==> config.mk <==
export PLATFORM = sky130hd
export DESIGN_NAME = dmem_store_queue
export DESIGN_NICKNAME = d
export VERILOG_FILES = /design/src/rtl/dmem_store_queue.sv
export SDC_FILE = /design/constraint.sdc
export NUM_CORES = 1
export LEC_CHECK = 0
export CORE_UTILIZATION = 49
export DETAILED_ROUTE_END_ITERATION = 6
export GPL_ROUTABILITY_DRIVEN = 1
export PLACE_DENSITY = 0.81
export SETUP_SLACK_MARGIN = 0.3
export SYNTH_ARGS = -nofsm -noshare
export SYNTH_HDL_FRONTEND = slang
export SYNTH_SLANG_ARGS = --single-unit
==> constraint.sdc <==
create_clock -name clk -period 2.9 [get_ports clk]
set_input_delay 0.435 -clock clk [delete_from_list [all_inputs] [get_ports clk]]
set_output_delay 0.435 -clock clk [all_outputs]
set_load 0.05 [all_outputs]
==> src/rtl/dmem_store_queue.sv <==
// dmem_store_queue
//   Store buffer between the M stage and DMEM port A. Incoming SB/SH/SW
//   requests are aligned onto little-endian byte lanes with per-byte write
//   enables and queued in a DEPTH-entry FIFO. The head entry drains to DMEM
//   whenever no load needs the port, or whenever the active load hits a
//   pending store word (ld_hazard); in that case the core stalls the load.
//
// Ports
//   clk, rst            clock, synchronous active-low reset
//   st_valid/st_ready   store request handshake (ready = not full)
//   st_addr/st_data     store byte address and rt value
//   st_size             00 byte, 01 half, 10 word, 11 illegal
//   st_misaligned       one-cycle pulse after a dropped (misaligned) store
//   ld_active/ld_addr   load using port A this cycle and its byte address
//   ld_hazard           load word address matches a queued entry
//   dmem_we/addr/din    DMEM port A write enables, word address, data
//   empty/count         FIFO occupancy
module dmem_store_queue #(
  parameter int DEPTH  = 4,
  parameter int ADDR_W = 14
) (
  input  logic                     clk,
  input  logic                     rst,
  input  logic                     st_valid,
  output logic                     st_ready,
  input  logic [ADDR_W-1:0]        st_addr,
  input  logic [31:0]              st_data,
  input  logic [1:0]               st_size,
  output logic                     st_misaligned,
  input  logic                     ld_active,
  input  logic [ADDR_W-1:0]        ld_addr,
  output logic                     ld_hazard,
  output logic [3:0]               dmem_we,
  output logic [ADDR_W-3:0]        dmem_addr,
  output logic [31:0]              dmem_din,
  output logic                     empty,
  output logic [$clog2(DEPTH):0]   count
);

  localparam int PTR_W = $clog2(DEPTH);
  localparam int CNT_W = PTR_W + 1;
  localparam logic [CNT_W-1:0] FULL = CNT_W'(DEPTH);

  function automatic logic is_aligned(input logic [1:0] size, input logic [1:0] off);
    case (size)
      2'b00:   return 1'b1;
      2'b01:   return ~off[0];
      2'b10:   return (off == 2'b00);
      default: return 1'b0;
    endcase
  endfunction

  function automatic logic [3:0] lane_we(input logic [1:0] size, input logic [1:0] off);
    case (size)
      2'b00:   return 4'b0001 << off;
      2'b01:   return off[1] ? 4'b1100 : 4'b0011;
      2'b10:   return 4'b1111;
      default: return 4'b0000;
    endcase
  endfunction

  function automatic logic [31:0] lane_din(input logic [1:0] size, input logic [31:0] data);
    case (size)
      2'b00:   return {4{data[7:0]}};
      2'b01:   return {2{data[15:0]}};
      default: return data;
    endcase
  endfunction

  logic [ADDR_W-3:0] addr_mem [DEPTH];
  logic [3:0]        we_mem   [DEPTH];
  logic [31:0]       din_mem  [DEPTH];

  logic [PTR_W-1:0] wr_ptr_q, wr_ptr_d;
  logic [PTR_W-1:0] rd_ptr_q, rd_ptr_d;
  logic [CNT_W-1:0] count_q, count_d;
  logic             mis_q, mis_d;

  logic st_aligned, st_fire, push, pop, ld_hit;

  assign st_ready   = (count_q != FULL);
  assign empty      = (count_q == '0);
  assign count      = count_q;
  assign st_misaligned = mis_q;

  assign st_aligned = is_aligned(st_size, st_addr[1:0]);
  assign st_fire    = st_valid && st_ready;
  assign push       = st_fire && st_aligned;

  // Only slots between the read pointer and read pointer + count hold live
  // entries; stale slots must never raise a hazard.
  always_comb begin
    logic [PTR_W-1:0] off;
    ld_hit = 1'b0;
    for (int j = 0; j < DEPTH; j++) begin
      off = PTR_W'(j) - rd_ptr_q;
      if ((CNT_W'(off) < count_q) &&
          ((ld_addr >> 2) == ADDR_W'(addr_mem[j])))
        ld_hit = 1'b1;
    end
  end

  assign ld_hazard = ld_active && ld_hit;

  // A hazarding load yields the port to the drain, so the matching store
  // always retires and the retried load sees committed data.
  assign pop       = !empty && (!ld_active || ld_hazard);
  assign dmem_we   = pop ? we_mem[rd_ptr_q] : 4'b0000;
  assign dmem_addr = addr_mem[rd_ptr_q];
  assign dmem_din  = din_mem[rd_ptr_q];

  always_comb begin
    wr_ptr_d = wr_ptr_q;
    rd_ptr_d = rd_ptr_q;
    count_d  = count_q;
    mis_d    = st_fire && !st_aligned;
    if (push) wr_ptr_d = wr_ptr_q + PTR_W'(1);
    if (pop)  rd_ptr_d = rd_ptr_q + PTR_W'(1);
    case ({push, pop})
      2'b10:   count_d = count_q + CNT_W'(1);
      2'b01:   count_d = count_q - CNT_W'(1);
      default: count_d = count_q;
    endcase
  end

  // ---- enqueue / dequeue register boundary ----
  always_ff @(posedge clk) begin
    if (push) begin
      addr_mem[wr_ptr_q] <= st_addr[ADDR_W-1:2];
      we_mem[wr_ptr_q]   <= lane_we(st_size, st_addr[1:0]);
      din_mem[wr_ptr_q]  <= lane_din(st_size, st_data);
    end
  end

  always_ff @(posedge clk) begin
    if (!rst) begin
      wr_ptr_q <= '0;
      rd_ptr_q <= '0;
      count_q  <= '0;
      mis_q    <= 1'b0;
    end else begin
      wr_ptr_q <= wr_ptr_d;
      rd_ptr_q <= rd_ptr_d;
      count_q  <= count_d;
      mis_q    <= mis_d;
    end
  end

endmodule

==> results.md <==
- Run status: complete, no violations
- Pint: around 0.0063 W
- Io pins: about 120
- RSZ-0062 raised after global routing: yes
- Post-route ant nets: 0
- Post-synthesis async set-or-reset flop share: 0%
- Largest family of logic cells by synthesized area: multiplexers
- Die Wd: 134.4 µm
- Post-CTS Hold Fix Bufs: 0
- Worst slew margin: 48.72%
- Via/cell ratio: 5.646
- Yosys top cell area share: 67.14%
- Input/output buffers: 118
- Final Hold Fails: 0
- Clk_lat worst skew: 0.49 ns
- Max Cap Viol: 0
- Final Slew Violations: 0
- Required @ worst endpoint: 2.47 ns
- Final GP Congestion: 0.9063
- Synth Area in Adders: approximately 1.5%
- CTS tree: built
- Slowest cell on crit path: dfxtp_2
- Final wirelength: 18.51 mm
- Area leader, netlist: edfxtp_1
- Rows: 48
- CP peak stage delay: 0.33 ns
- Net Sw Frac: about a third
- Worst ir drop on vdd: 0.5712 mV
- Share of post-route cells with drive strength above 1: 35.25%
- Initial Util: 49.99%
- CTS Buf Count: 22
- Die Ht: 134.4 µm
- Cell area power density: roughly 830 nW/µm²
- Crit path time final: 2.879 ns
- Clk root buf: clkbuf_16
- Compound-Gate Fraction of Synth Area: 2.317%
- WL/cell: 21.73 µm
- Final non-filler cell total: ~850
- Htree depth: 1
- Initial antenna violation count: 0
- Total number of vias: 4810
- Arr. time, crit path: 2.44 ns
- CTS sink cnt: ~200
- Pin count of the biggest net entering global routing: 49
- Drt drc: 0
- Layout area overhead: 29.45%
- Initial DRC Count: 313
- First-pass iteration count of the detailed router: 5
- Clk slew on worst S/H paths: 0.06 ns
- Post-synthesis sequential area ratio: 69.47%
- Post-DP HPWL: 11.78 mm
- Setup violations, final: 0
- Worst min path class: in -> reg
- Worst Path Buf+Inv: 2
- Clock Power Share: 31.0%
- Ys flop type: edfxtp_1
- Crit path max-delay family: simple AND/OR/NAND/NOR gates
- Part of the power in registers: around 38%
- Flops & latches, synth: 202
- Cells after synthesis: between 400 and 500
- Worst path cell trace: xor2_2 > ha_1 > a21oi_2 > nor2_2 > nor4_4 > o41ai_4 > buf_6 > nor2b_4 > buf_12
- Pleak: 3.769 nW
- Worst Skew: 0.009437 ns
- Die area: between 15000 and 20000 µm²
- Synth top cells by count: edfxtp_1 (192), mux4_2 (48), xnor2_1 (30)
- Combinational group share of total power: 31.0%
- Placed insts: ~810
- Fraction of synthesized cell area in xor and xnor cells: 5.304%
- Syn_nets: 535
- Syn avg cell area: 18.71 µm²
- Top-count cell post-synth: edfxtp_1
- Setup crit end kind: primary output
- Cell Area, Synth: between 8000 and 9000 µm²
- Total grt overflow: 0
- Crit path launch type: register
- Crit-path max FO: 5
- Number of synthesized flops with an enable pin: 192
- Ant. Diodes: 0
- Final nets: 687
- Mux contribution to synthesized area: 15.97%
- Vias in the first global route: slightly above 5000
- Synth warnings: 0
- Tightest Pin Transition: 0.7692 ns
- Overall Power: between 0.009 and 0.01 W
- GRT Total Usage: 20.86%
- Core Area: approximately 17000 µm²
- Simple-gate area share of the yosys netlist: roughly 3.9%
- CP Class: reg -> out
- Psw: 0.002985 W
- Fmax: 347.4 MHz
- Final clock period utilization by the worst path: just under 100%
- Largest cells by area after synthesis: edfxtp_1 (67%), mux4_2 (13%), xnor2_1 (3.1%)
- CTS max path bufs: 3
- First-pass GRT wire length: 28.26 mm
- Count of different cell masters after synthesis: 39
worst paths after layout:
check | startpoint | cells after the start | slack, ns | to
worst max-delay path | rd_ptr_q[0] | 9 | 0.02 | dmem_we[1]
worst max register to register | rd_ptr_q[0] | 13 | 0.12 | count[2]
worst min register to register | wr_ptr_q[1] | 2 | 0.59 | wr_ptr_q[1]
worst min-delay path | st_addr[7] | 1 | 0.58 | addr_mem[0][5]
timing repair:
item | in CTS | in global routing
endpoints found under the setup margin | 34 | 10
setup buffers | 4 | 0
resized for setup | 21 | 9
pin swaps | 9 | 3
routing by layer:
metal / GRT usage, % / part of all wire, %
met5: 0 / 0
met4: 6.117 / 2.2
met3: 5.064 / 8.6
met2: 34.51 / 48
met1: 27.58 / 41
sequential cells by signal, indices dropped and copies added, names as in the netlist, named ones only:
| name | count |
|---|---|
| wr_ptr_q | 2 |
| din_mem | 128 |
| we_mem | 16 |
| rd_ptr_q | 2 |
| st_misaligned | 1 |
| addr_mem | 48 |
| count | 3 |
through the flow:
step | setup slack [ns] | setup TNS (ns) | area, µm² | hold WS, ns | utilization, %
after floorplan | 0.1133 | 0 | 8680 | 0.5179 | -
after global placement | -0.3403 | -1.022 | 10200 | 0.5408 | 59.38
after detailed placement | -0.4251 | -1.184 | 10200 | 0.5925 | 59.38
after CTS | 0.01471 | 0 | 11070 | 0.5658 | 64.44
after global routing | -0.09708 | -0.3938 | 11120 | 0.5731 | 64.71
final | 0.02109 | 0 | 11120 | 0.5825 | 64.71
layout make-up:
class                      count  area, µm²
sequential                   202       5978
clock buffer                  25      583.1
timing repair buffer         146       1378
inverter                      14      57.56
tap                          225      281.5
fill                        1202       6061
clock inverter                15      175.2
multi-input combinational    225       2663
cells by family (layout without fill, tap and decap cells):
logic type,count (synthesis),count (layout)
compound gates,31,31
xor+xnor,52,52
fa+ha+maj,10,10
buf+inv,32,200
flops,202,202
mux,75,75
simple gates,57,57
power by group through the flow:
stage / clock (W) / sequential, W / combinational, W
5_1_grt: 0.00303 / 0.00354 / 0.00302
6_report: 0.00288 / 0.00352 / 0.00287
3_3_place_gp: 0 / 0.00360 / 0.00267
3_5_place_dp: 0 / 0.00361 / 0.00272
4_1_cts: 0.00290 / 0.00352 / 0.00288
2_1_floorplan: 0 / 0.00355 / 0.00188
cells in the final DEF (no fill, tap or decap), types with 6 or more instances in the layout:
cell	instances
mux2i_1	11
buf_4	68
clkbuf_16	23
nand4_1	7
ha_1	6
xor2_1	21
inv_1	11
o21ai_0	11
nand2_1	14
xnor2_1	29
buf_12	6
edfxtp_1	192
mux2_2	16
mux4_2	48
a21oi_1	8
clkdlybuf4s50_1	62
Note: power is estimated with default switching activity, not from simulation.
